## config.mk

```make
export PLATFORM = sky130hd
export DESIGN_NAME = shared_reg_arbiter
export DESIGN_NICKNAME = d
export VERILOG_FILES = /design/src/rtl/shared_reg_arbiter.sv
export SDC_FILE = /design/constraint.sdc
export NUM_CORES = 1
export LEC_CHECK = 0
export CORE_MARGIN = 2
export CORE_UTILIZATION = 43
export DETAILED_ROUTE_END_ITERATION = 12
export PLACE_DENSITY = 0.79
export SLEW_MARGIN = 20
export SYNTH_ARGS = -nofsm -noshare
export SYNTH_HDL_FRONTEND = slang
export SYNTH_SLANG_ARGS = --single-unit
```

## constraint.sdc

```tcl
create_clock -name clk -period 2.4 [get_ports clk]
set_clock_uncertainty 0.15 [all_clocks]
set_input_delay 0.36 -clock clk [delete_from_list [all_inputs] [get_ports clk]]
set_output_delay 0.36 -clock clk [all_outputs]
set_load 0.03 [all_outputs]
```

## src/rtl/shared_reg_arbiter.sv

```systemverilog
// shared_reg_arbiter: round-robin arbiter and write sequencer for one shared
// WIDTH-bit register. One requester is granted per slot, its data is captured
// at the end of the grant cycle, and a programmable cool-down follows.
module shared_reg_arbiter #(
  parameter  int WIDTH       = 8,
  parameter  int NREQ        = 4,
  parameter  int COOL_CYCLES = 1,
  localparam int IDX_W       = (NREQ > 1) ? $clog2(NREQ) : 1
) (
  input  logic                    clk,
  input  logic                    rst_n,
  input  logic [NREQ-1:0]         req,
  input  logic [NREQ*WIDTH-1:0]   wdata,
  output logic [NREQ-1:0]         gnt,
  output logic [WIDTH-1:0]        q,
  output logic                    q_valid,
  output logic [IDX_W-1:0]        owner,
  output logic                    busy
);

  typedef enum logic [1:0] {
    ST_IDLE  = 2'd0,
    ST_WRITE = 2'd1,
    ST_COOL  = 2'd2
  } state_t;

  localparam logic [3:0]      COOL_LD  = 4'(COOL_CYCLES);
  localparam logic [IDX_W:0]  NREQ_W   = (IDX_W+1)'(NREQ);
  localparam logic [IDX_W-1:0] LAST_IDX = IDX_W'(NREQ - 1);
  localparam logic [NREQ-1:0] ONE_HOT0 = NREQ'(1);

  state_t                 state_q;
  logic [IDX_W-1:0]       ptr_q;
  logic [IDX_W-1:0]       win_q;
  logic [3:0]             cnt_q;
  logic [NREQ-1:0]        gnt_q;
  logic [WIDTH-1:0]       q_q;
  logic                   q_valid_q;
  logic [IDX_W-1:0]       owner_q;

  logic [IDX_W-1:0]       win_d;
  logic                   any_req;
  logic [WIDTH-1:0]       wdata_arr [NREQ];

  // Unpack the flat write-data bus into one slice per requester.
  for (genvar gi = 0; gi < NREQ; gi++) begin : g_slice
    assign wdata_arr[gi] = wdata[gi*WIDTH +: WIDTH];
  end

  // Round-robin search: first asserted request at or after ptr, wrapping.
  always_comb begin
    logic [IDX_W:0] idx;
    any_req = 1'b0;
    win_d   = '0;
    for (int k = 0; k < NREQ; k++) begin
      idx = {1'b0, ptr_q} + (IDX_W+1)'(k);
      if (idx >= NREQ_W) begin
        idx = idx - NREQ_W;
      end
      if (!any_req && req[idx[IDX_W-1:0]]) begin
        any_req = 1'b1;
        win_d   = idx[IDX_W-1:0];
      end
    end
  end

  // Arbitration FSM with registered grant and shared-register outputs.
  always_ff @(posedge clk or negedge rst_n) begin
    if (!rst_n) begin
      state_q   <= ST_IDLE;
      ptr_q     <= '0;
      win_q     <= '0;
      cnt_q     <= '0;
      gnt_q     <= '0;
      q_q       <= '0;
      q_valid_q <= 1'b0;
      owner_q   <= '0;
    end else begin
      case (state_q)
        ST_IDLE: begin
          gnt_q <= '0;
          if (any_req) begin
            win_q   <= win_d;
            gnt_q   <= ONE_HOT0 << win_d;
            state_q <= ST_WRITE;
          end
        end
        ST_WRITE: begin
          // A requester that withdrew during its grant aborts the slot; the
          // pointer still advances so it cannot monopolise arbitration.
          if (req[win_q]) begin
            q_q       <= wdata_arr[win_q];
            owner_q   <= win_q;
            q_valid_q <= 1'b1;
          end
          ptr_q <= (win_q == LAST_IDX) ? '0 : win_q + 1'b1;
          gnt_q <= '0;
          if (COOL_CYCLES == 0) begin
            state_q <= ST_IDLE;
          end else begin
            cnt_q   <= COOL_LD;
            state_q <= ST_COOL;
          end
        end
        ST_COOL: begin
          // Stay here for exactly COOL_LD cycles; requests are not observed.
          gnt_q <= '0;
          if (cnt_q <= 4'd1) begin
            cnt_q   <= '0;
            state_q <= ST_IDLE;
          end else begin
            cnt_q <= cnt_q - 4'd1;
          end
        end
        default: begin
          gnt_q   <= '0;
          cnt_q   <= '0;
          state_q <= ST_IDLE;
        end
      endcase
    end
  end

  assign gnt     = gnt_q;
  assign q       = q_q;
  assign q_valid = q_valid_q;
  assign owner   = owner_q;
  assign busy    = (state_q != ST_IDLE);

endmodule
```

==> results of run 1 <==
[worst max-delay path: stages, from the launching register on]
cell and delay (ns):
dfrtp_1 0.38, inv_1 0.08, ha_1 0.22, inv_1 0.09, clkdlybuf4s50_1 0.68
[power breakdown]
part           leakage (nW)  internal, mW  total, mW  switching (mW)
sequential            0.311         0.593      0.741           0.149
combinational         0.538         0.725       1.41           0.688
clock                0.0177        0.0624      0.186           0.124
[state kept, by name, summed over array words and instances, names as in the netlist]
name     flops
gnt          4
win_q        2
q            8
owner        2
ptr_q        2
cnt_q        4
q_valid      1
state_q      2
[through the flow]
step / power, mW / instance area, sq um
6_report: 2.340 / 2026
5_1_grt: 2.491 / 2026
4_1_cts: 2.364 / 2026
3_5_place_dp: 2.167 / 1998
3_3_place_gp: 2.109 / 1998
2_1_floorplan: 1.680 / 1409
[synth_stat cells (all sizes together) (2+ instances only)]
cell type / n
a21oi: 5
buf: 2
dfrtp: 25
ha: 6
inv: 9
mux2: 13
mux4: 8
nand2: 8
nand2b: 3
nand3: 4
nor2: 5
nor3: 2
nor3b: 2
o21ai: 7
o22ai: 2
[logic make-up after synthesis]
| kind of cell | count (synthesis) |
|---|---|
| and+or+nand+nor | 31 |
| muxes | 21 |
| buffers and inverters | 12 |
| AOI/OAI and AO/OA | 19 |
| DFF | 25 |
| adders and majority gates | 6 |
[final timing paths]
check                           start    endpoint  cells past startpoint
max                        state_q[0]        busy                      4
min                             rst_n        q[0]                      2
max reg2reg                  win_q[0]        q[0]                      2
min reg2reg                   q_valid     q_valid                      1
max in group asynchronous       rst_n  state_q[1]                      2
min in group clk              q_valid     q_valid                      1
[final cells by class]
class | count | area, sq um
Timing Repair Buffer | 56 | 553.0
Fill cell | 249 | 1052
Inverter | 9 | 33.78
Clock buffer | 3 | 22.52
Sequential cell | 25 | 625.6
Tap cell | 44 | 55.05
Clock inverter | 1 | 5.005
Multi-Input combinational cell | 77 | 730.7
[layer usage]
layer | track usage, % | share of wire, % | vias to the layer above
li1 | - | - | 530
met1 | 20.22 | 39 | 557
met2 | 36.63 | 50 | 49
met3 | 4.412 | 9.9 | 7
met4 | 5.280 | 1.2 | 0
met5 | 0 | 0 | -
==> run metrics, run 1 <==
status=finished clean; GP Congestion=0.8047; CTS resizes=0; endpoints failing setup=0; hold buffer count at CTS=0; worst slew pin tran=0.6237 ns; EDFF count, synth=0; P per Cell Area=1155 nW/um^2; H-Tree Depth=1; Final Util=65.81%; Setup crit end kind=primary output; Die ar.=3750 sq um; die height=61.24 microns; via count=1,143; Area Growth Syn to Fin=43.78%; Post-CTS Setup Bufs=0; Yosys top cell area share=44.40%; Max-slew headroom=58.42%; Root Buffer=clkbuf_4; largest net degree at the start of global routing=26; Max Freq=440.2 MHz; Hold Vio Cnt, Final=0; Max Buffers Root-to-Sink=2; Max IR drop VDD=0.6184 mV; Tmin final=2.272 ns; synth unique cells=33; Worst Slack Setup Final=0.1282 ns; clock sink count=25; Adder-Cell Fraction of Synth Area=5.329%; Starting Density=45.77%; share of layout cells above drive strength 1=16.37%; unrepaired setup endpoints after global routing=false; core area=3078 sq um; Synthesis Warnings=0; main area contributors after synthesis=dfrtp_1 44%, mux2_4 9.6%, mux4_2 9.6%, ha_1 5.3%, mux4_1 3.7%; part of the Yosys area used for sequential elements=44.40%; largest family of logic cells by synthesized area=multiplexers; critical path peak fanout=3; Main synth FF type=dfrtp_1; WHS=0.2317 ns; Routed WL=3.384 mm; grt ovf=0; pre-CTS WS=0.2470 ns; Post-Syn Nets=158; GRT Total Usage=18.91%; drt via density=5.316; Top Ports=54; Post-synth ARST share=100.0%; Placed Instances=211; Post-Route Setup TNS=0 ns; clk_lat worst skew=0.32 ns; WL/cell=15.74 microns; R2R Setup Slk=0.45 ns; placed wire-length estimate=2.639 mm; cells after synthesis=114; mux cell area share after synthesis=26.11%; commonest non-fill, non-tap cell in the layout=clkdlybuf4s50_1; Post-route DRC=0; WP data arrival=1.76 ns; Simple-Gate Fraction of Synth Area=12.34%; compound-gate portion of the synthesized area=8.082%; Post-Layout Cell Count=215; XOR/XNOR Fraction of Synth Area=0%; ratio of final minimum period to clock period=94.66%; CP Class=flop to primary output; number of synthesized register bits=25; die width=61.24 microns; diode count=0; drt pass-1 iters=4; Layout Nets=216; Worst Hold Class=input pin to asynchronous set/reset pin; synthesized cell area=1409 sq um; Yosys top cell by area=dfrtp_1; initial antenna violation count=0; CP Launch Type=flop; Inserted Clock Buffers=3; Slew Limit Fails=0; leak pwr=0.8669 nW; Req. time, crit path=1.89 ns; Final ANT Viol Nets=0; Site Rows=20; initial drt markers=28; Reg clk slew, reported paths=0.14 ns; mean post-synth cell area=12.36 sq um; most frequent cells in the layout=53 x clkdlybuf4s50_1, 25 x dfrtp_1, 9 x inv_1, 9 x mux2_4; first-pass GRT wire length=5.223 mm; CTS tree=built; vias in the first global route=1,239; # port buffers=53; max_cap viols=0
Power figures use the tool's default switching activity.
==> run 2: changes to the inputs <==
SKIP_CTS_REPAIR_TIMING = 1   (was not set)
clock period = 2.3 ns   (was 2.4 ns; I/O delays follow)
==> run 2 against run 1 <==
Net effect:
- first-iteration DRC count rose by 14%
- largest cell class unchanged
- non-clock buffer count is the same
- setup slack got worse by 0.056 ns
- critical endpoint unchanged
- global-route usage fell by 1.0 points
- critical path depth stayed put
- flip-flop and latch count unchanged
- largest power group unchanged
==> run metrics, run 2 (same netlist as run 1, synthesis figures left out) <==
critical path peak fanout=3 (unchanged); core area=3078 sq um (unchanged); most frequent cells in the layout=53 x clkdlybuf4s50_1, 25 x dfrtp_1, 9 x inv_1, 9 x mux2_4 (unchanged); Routed WL=3.188 mm (was 3.384 mm); GP Congestion=0.8295 (was 0.8047); worst slew pin tran=0.6320 ns (was 0.6237 ns); max_cap viols=0 (unchanged); P per Cell Area=1193 nW/um^2 (was 1155 nW/um^2); commonest non-fill, non-tap cell in the layout=clkdlybuf4s50_1 (unchanged); Final ANT Viol Nets=0 (unchanged); die width=61.24 microns (unchanged); ratio of final minimum period to clock period=96.86%; Max IR drop VDD=0.7452 mV (was 0.6184 mV); Slew Limit Fails=0 (unchanged); diode count=0 (unchanged); GRT Total Usage=17.89% (was 18.91%); Die ar.=3750 sq um (unchanged); Worst Slack Setup Final=0.07211 ns (was 0.1282 ns); clock sink count=25 (unchanged); CP Class=flop to primary output (unchanged); vias in the first global route=1,169 (was 1,239); Layout Nets=216 (unchanged); drt via density=5.219 (was 5.316); WP data arrival=1.73 ns (was 1.76 ns); die height=61.24 microns (unchanged); unrepaired setup endpoints after global routing=false (unchanged); Placed Instances=211 (unchanged); Area Growth Syn to Fin=43.69% (was 43.78%); Req. time, crit path=1.80 ns (was 1.89 ns); placed wire-length estimate=2.478 mm (was 2.639 mm); Site Rows=20 (unchanged); Final Util=65.77% (was 65.81%); Hold Vio Cnt, Final=0 (unchanged); grt ovf=0 (unchanged); Starting Density=45.77% (unchanged); slowest CP cell=clkdlybuf4s50_1 (unchanged); most used routing layer=met2 (unchanged); met3 Resource Use GR=3.992% (was 4.412%); via count=1,122 (was 1,143); first-pass GRT wire length=5.037 mm (was 5.223 mm); M2 GR Usage=31.46% (was 36.63%); Post-Route Setup TNS=0 ns (unchanged); status=finished clean (unchanged); Max Freq=448.9 MHz; drt pass-1 iters=4 (unchanged); Tot Pwr=2.416 mW (was 2.340 mW); H-Tree Depth=1 (unchanged); CP Launch Type=flop (unchanged); Root Buffer=clkbuf_4 (unchanged); Most common cell on crit path=inv_1 (unchanged); Crit path largest cell delay=0.68 ns (about the same); max reg flops=8 (unchanged); # port buffers=53 (unchanged); CTS tree=built (unchanged); Worst Hold Class=input pin to asynchronous set/reset pin (unchanged); Inserted Clock Buffers=3 (unchanged); clk_lat worst skew=0.31 ns (was 0.32 ns); dpl cell area=1998 sq um (unchanged); leak pwr=0.8641 nW (was 0.8669 nW); Seq. cell area=625.6 sq um (unchanged); Post-route DRC=0 (unchanged); share of layout cells above drive strength 1=15.79% (was 16.37%); Post-Layout Cell Count=215 (unchanged); endpoints failing setup=0 (unchanged); number of fill cells=248 (was 249); crit path cell chain=inv_1, ha_1, inv_1, clkdlybuf4s50_1 (unchanged); Top Ports=54 (unchanged); Reg clk slew, reported paths=0.13 ns (was 0.14 ns); Tmin final=2.228 ns; initial antenna violation count=0 (unchanged); pre-CTS WS=0.2040 ns (was 0.2470 ns); largest net degree at the start of global routing=26 (unchanged); final non-filler cell area=2024 sq um (was 2026 sq um); WL/cell=14.83 microns (was 15.74 microns); M1 GR Usage=22.63% (was 20.22%); Setup crit end kind=primary output (unchanged); initial drt markers=32 (was 28); WHS=0.2367 ns (was 0.2317 ns); Max Buffers Root-to-Sink=2 (unchanged); area of the multi-input gates=730.7 sq um (unchanged); Max-slew headroom=57.86% (was 58.42%)
-- run 2: power breakdown --
part | switching (mW) | total (mW) | internal (mW)
Combinational | 0.701 | 1.46 | 0.754
Sequential | 0.152 | 0.770 | 0.618
Clock | 0.123 | 0.190 | 0.0677
-- run 2: cell type report --
cell class | count | area share, %
clock buffer | 4 | 1.298
tap | 44 | 2.719
sequential | 25 | 30.90
timing repair buffer | 56 | 27.32
multi-input combinational | 77 | 36.09
inverter | 9 | 1.669
-- run 2: critical path: cells and delay by family, from the launching register on --
kind	cells	cell delay, ns
buf+inv	3	0.85
flops	1	0.38
fa+ha+maj	1	0.21
-- run 2: path summary, 6_finish.rpt --
path,startpoint,to,slack [ns],cells after the start
worst max-delay path,state_q[0],busy,0.07,4
worst min-delay path,rst_n,q[0],0.24,2
worst max register to register,win_q[0],q[7],0.36,2
worst min register to register,q_valid,q_valid,0.33,1
max in group asynchronous,rst_n,ptr_q[1],1.53,2
min in group clk,q_valid,q_valid,0.33,1
-- run 2: metal layers --
metal | up-vias | share of wire [%]
li1 | 534 | -
met1 | 531 | 43
met2 | 51 | 47
met3 | 6 | 9.6
met4 | 0 | 0.82
met5 | - | 0
==> RTL edit 1: new RTL, flow settings as in run 1 <==
The parameter `COOL_CYCLES` goes from 1 to 0.
--- a/src/rtl/shared_reg_arbiter.sv
+++ b/src/rtl/shared_reg_arbiter.sv
@@ -4,7 +4,7 @@
 module shared_reg_arbiter #(
   parameter  int WIDTH       = 8,
   parameter  int NREQ        = 4,
-  parameter  int COOL_CYCLES = 1,
+  parameter  int COOL_CYCLES = 0,
   localparam int IDX_W       = (NREQ > 1) ? $clog2(NREQ) : 1
 ) (
   input  logic                    clk,
Behaviour: not the same (a bounded check fails within 4 cycles, from zero or initial values and one cycle with rst_n low).
==> RTL edit 1 against run 1 <==
  * Critical path depth fell by 3
  * Via count decreased by 24%
  * Area after synthesis decreased by 24%
  * First-iteration DRC count down 46%
  * Setup slack improved by 0.22 ns
  * Routed wire length shrank 22%
  * Largest power group unchanged
  * Utilization increased by 3.3 points
  * Sequential cell count down 5
  * Global-route usage increased by 1.0 points
  * Power fell by 17%
  * Final area decreased by 17%
  * Fmax up 11%
==> RTL edit 1: results (changes against run 1) <==
clock_tree:
  numCtsBuffers: 3  # unchanged
  cts_setup_buffers: 0  # unchanged
  worstSkewPairLatency_ns: 0.29  # -0.03 ns
  cts-resized-gates: 0  # unchanged
  cts.reportedPaths.clkPinSlew_ns: 0.11  # -0.03 ns
  cts_buffer_depth: 2  # unchanged
  cts_sinks: 20  # -20%
  clockRootBuffer: "clkbuf_4"
  cts_htree_levels: 1  # unchanged
global_routing:
  grt_use_met2_pct: 35.16  # -1.5 points
  grt_pass1_wl_um: 4133  # -21%
  grt_pass1_vias: 918  # -26%
  grt_use_met3_pct: 4.167  # -0.25 points
  antenna_found_initial: 0  # unchanged
  met1_usage_pct: 25.36  # +5.1 points
  grt_max_degree: 21  # -19%
  grt_usage_pct: 19.92  # +1.0 points
yosys:
  synth_xor_area_share_pct: 0  # unchanged
  synthArstFlopShare_pct: 100.0  # unchanged
  synth_cell_type_count: 28  # -15%
  synth-compound-area-share_pct: 5.814  # -2.3 points
  synth-main-ff-cell: "dfrtp_1"
  synth_mux_area_share_pct: 34.19  # +8.1 points
  ys_seq_area_share_pct: 46.51  # +2.1 points
  synth_area_leaders: "dfrtp_1, mux2_4, mux4_2"
  yosys_warnings: 0  # unchanged
  syn_nets: 114  # -28%
  ys_top_cells_by_count: "dfrtp_1, mux2_4, mux4_2"
  synth_adder_area_share_pct: 1.163  # -4.2 points
cells_and_area:
  layout-drive-gt1-share_pct: 20.45  # +4.1 points
  fillers: 193  # -22%
  nNetsFinal: 172  # -20%
  largest_reg_flops: 8  # unchanged
  diodes: 0  # unchanged
routing:
  via_per_inst: 5.389  # +1.4%
  drt_wl_total_um: 2638  # -22%
  drt_iter0_drc: 15  # -46%
  dr.pass1.iters: 4  # unchanged
place:
  hpwl_um: 2046  # -22%
  pre_cts_ws_ns: 0.3386  # +0.09162 ns
  gp_congestion: 0.7503  # -6.8%
  io_buffers: 53  # unchanged
worst_setup_path:
  critPathSlowestCell: "clkdlybuf4s50_1"
  cp.arrival_ns: 1.54  # -0.22 ns
  path_max_fanout: 8  # +5
  slowest_delay_ns: 0.73  # +0.05 ns
  path_delay_family: "buffers and inverters"
timing:
  finalHoldViolCount: 0  # unchanged
  worstMarginPinSlew_ns: 0.6476  # +0.02391 ns
min_path:
  hold_class: "in2async"
power:
  p_leak_nw: 0.7177  # -17%
  ir_drop_mv: 0.7518  # +22%
run_status:
  status: "finished clean"
==> RTL edit 1: cell types whose count changed after synthesis, sizes merged, moves of 2 or more <==
cell   before  now
nand3       4    1
nor2        5    3
nand2       8    4
a21oi       5    3
o21ai       7    3
ha          6    1
inv         9    4
dfrtp      25   20
==> RTL edit 1: path summary, 6_finish.rpt <==
| check | startpoint | endpoint | slack [ns] | cells past startpoint |
|---|---|---|---|---|
| setup reg to reg | win_q[0] | q[0] | 0.47 | 2 |
| hold reg to reg | q_valid | q_valid | 0.33 | 1 |
| max in group asynchronous | rst_n | gnt[1] | 1.66 | 2 |
| hold / removal | rst_n | q[3] | 0.24 | 2 |
| setup / recovery | state_q[0] | busy | 0.35 | 1 |
| min in group clk | q_valid | q_valid | 0.33 | 1 |
==> RTL edit 1: report_power, final <==
group | internal (mW) | switching [mW]
combinational | 0.619 | 0.493
clock | 0.0923 | 0.0985
sequential | 0.482 | 0.150
==> RTL edit 1: cells by family (layout without fill, tap and decap cells) <==
kind of cell               Yosys count  count (layout)
AOI/OAI and AO/OA                   10              10
adders and majority gates            1               1
buffers and inverters                6              63
DFF                                 20              20
muxes                               21              21
and+or+nand+nor                     17              17
==> RTL edit 1: area by class of cell <==
cell class,instances,share of cell area (%)
inverter,4,0.8935
multi-input combinational,49,32.46
tap,30,2.234
timing repair buffer,55,32.46
clock buffer,4,2.159
sequential,20,29.78
==> RTL edit 1: through the flow <==
step           area (um^2)  cells
3_5_place_dp          1644    158
2_1_floorplan         1076     75
4_1_cts               1680    162
5_1_grt               1680    162
3_3_place_gp          1644    158
6_report              1680    162
==> RTL edit 1: metal layers <==
layer  vias to the layer above  wire length (um)
li1                        400                 -
met1                       433              1122
met2                        40              1274
met3                         0               240
met4                         0                 0
met5                         -                 0
==> RTL edit 2: new RTL, flow settings as in run 1 <==
Made on the original files. The 3 states of `state_t` get a one-hot encoding in 3 bits.
--- a/src/rtl/shared_reg_arbiter.sv
+++ b/src/rtl/shared_reg_arbiter.sv
@@ -18,10 +18,10 @@
   output logic                    busy
 );
 
-  typedef enum logic [1:0] {
-    ST_IDLE  = 2'd0,
-    ST_WRITE = 2'd1,
-    ST_COOL  = 2'd2
+  typedef enum logic [2:0] {
+    ST_IDLE  = 3'b001,
+    ST_WRITE = 3'b010,
+    ST_COOL  = 3'b100
   } state_t;
 
   localparam logic [3:0]      COOL_LD  = 4'(COOL_CYCLES);
Formal check against the unedited RTL: same outputs for any inputs over 10 cycles, from zero or initial values and one cycle with rst_n low; not proved beyond that.
==> RTL edit 2 against run 1 <==
  * Critical endpoint is now cnt_q[2]
  * Utilization is 0.93 points lower
  * Routed wire length shrank 6.0%
  * Final cell count decreased by 5.1%
  * Largest power group unchanged
  * Synthesized cell count fell by 8.8%
  * Final area down 1.4%
  * Area after synthesis shrank 1.2%
  * Sequential power increased by 8.9%
  * Setup slack gained 0.24 ns
  * Power down 3.4%
  * Sequential cell count is 1 higher
==> RTL edit 2: results (changes against run 1) <==
run_status:
  status: "finished clean"
yosys:
  synthArstFlopShare_pct: 100.0  # unchanged
  yosys_warnings: 0  # unchanged
  ys_seq_area_share_pct: 46.85  # +2.4 points
  syn_nets: 145  # -8.2%
  synth_area_leaders: "dfrtp_1, mux4_2, mux2_4"
  synth_cell_type_count: 34  # +3.0%
  ys_top_cells_by_count: "dfrtp_1, mux2_4, mux4_2"
timing:
  holdWs_ns: 0.2369  # +0.005121 ns
  max_slew_margin_pct: 45.15  # -13 points
cells_and_area:
  diodes: 0  # unchanged
  fillers: 246  # -1.2%
  layout-drive-gt1-share_pct: 18.13  # +1.8 points
  nNetsFinal: 202  # -6.5%
  largest_reg_flops: 8  # unchanged
clock_tree:
  cts_buffer_depth: 2  # unchanged
  cts-resized-gates: 0  # unchanged
  cts_htree_levels: 1  # unchanged
  cts_setup_buffers: 0  # unchanged
  clockRootBuffer: "clkbuf_4"
  numCtsBuffers: 3  # unchanged
  worstSkewPairLatency_ns: 0.31
  cts.reportedPaths.clkPinSlew_ns: 0.14  # about the same
routing:
  via_per_inst: 5.260  # -1.1%
  dr.pass1.iters: 4  # unchanged
  drt_wl_total_um: 3180  # -6.0%
  drt_iter0_drc: 22  # -21%
power:
  p_switching_mw: 0.8984  # -6.4%
  ir_drop_mv: 0.7023  # +14%
  p_leak_nw: 0.8627  # -0.48%
place:
  hpwl_um: 2589  # -1.9%
  gp_congestion: 0.8174  # +1.6%
  io_buffers: 53  # unchanged
worst_setup_path:
  critPathSlowestCell: "o311ai_0"
  worstSetupStartpoint: "cnt_q[0]"
  r2r_cells: 6  # +4
  r2r_slack_ns: 0.37  # -0.08 ns
  slowest_delay_ns: 0.68  # about the same
  cp.arrival_ns: 2.10  # +0.34 ns
  path_max_fanout: 5  # +2
global_routing:
  grt_usage_pct: 19.02  # +0.10 points
  grt_pass1_vias: 1182  # -4.6%
  grt_pass1_wl_um: 5133  # -1.7%
  grt_max_degree: 27  # +3.8%
  antenna_found_initial: 0  # unchanged
min_path:
  hold_class: "in2async"
-- RTL edit 2: cell types whose count changed after synthesis, moves of 3 or more --
cell / run 1 / this run
inv_1: 9 / 5
a21oi_1: 5 / 2
ha_1: 6 / 3
nand3_1: 4 / 1
o21ai_0: 7 / 4
-- RTL edit 2: worst paths after layout --
| check | endpoint |
|---|---|
| hold reg to reg | q_valid |
| setup reg to reg | cnt_q[2] |
| min in group clk | q_valid |
| setup / recovery | cnt_q[2] |
| max in group asynchronous | state_q[0] |
| hold / removal | q[6] |
-- RTL edit 2: power by group through the flow --
| stage | Combinational [mW] | Clock [mW] | Sequential, mW |
|---|---|---|---|
| floorplan | 0.681 | 0 | 0.952 |
| global placement | 1.23 | 0 | 0.809 |
| detailed placement | 1.27 | 0 | 0.822 |
| CTS | 1.28 | 0.193 | 0.812 |
| global route | 1.35 | 0.217 | 0.842 |
| finish | 1.27 | 0.190 | 0.807 |
-- RTL edit 2: cells by family after synthesis --
logic type | Yosys count | share of synthesized area, %
compound gates | 16 | 8.454
xor+xnor | 2 | 1.259
fa+ha+maj | 3 | 2.698
buf+inv | 9 | 3.597
flops | 26 | 46.85
mux | 21 | 25.72
simple gates | 27 | 11.42
-- RTL edit 2: cell type report --
| class | instances | area (um^2) | area share [%] |
|---|---|---|---|
| Timing Repair Buffer | 56 | 555.5 | 27.82 |
| Multi-Input combinational cell | 69 | 689.4 | 34.52 |
| Tap cell | 44 | 55.05 | 2.757 |
| Inverter | 5 | 18.77 | 0.9398 |
| Clock buffer | 4 | 26.28 | 1.316 |
| Sequential cell | 26 | 651.9 | 32.64 |
-- RTL edit 2: through the flow --
stage / setup slack [ns] / cell area [um^2] / std cells
6_report: 0.3682 / 1997 / 204
4_1_cts: 0.02348 / 1994 / 204
3_3_place_gp: 0.3737 / 1968 / 200
5_1_grt: 0.2122 / 1997 / 204
2_1_floorplan: 0.5588 / 1391 / 104
3_5_place_dp: 0.3359 / 1968 / 200
-- RTL edit 2: routing by layer --
layer  wire [um]  vias to the layer above  global-route usage, %  part of all wire [%]
met2        1627                       43                  33.79                    51
met5           0                        -                      0                     0
met1        1286                      529                  21.43                    40
met4          24                        0                  7.764                  0.75
met3         242                        2                  5.330                   7.6
li1            -                      499                      -                     -
-- RTL edit 2: worst max-delay path, delay by kind of cell (launching register included) --
kind | cells | cell delay [ns]
buffers and inverters | 1 | 0.08
adders and majority gates | 1 | 0.18
and+or+nand+nor | 2 | 0.19
DFF | 1 | 0.45
AOI/OAI and AO/OA | 2 | 0.90
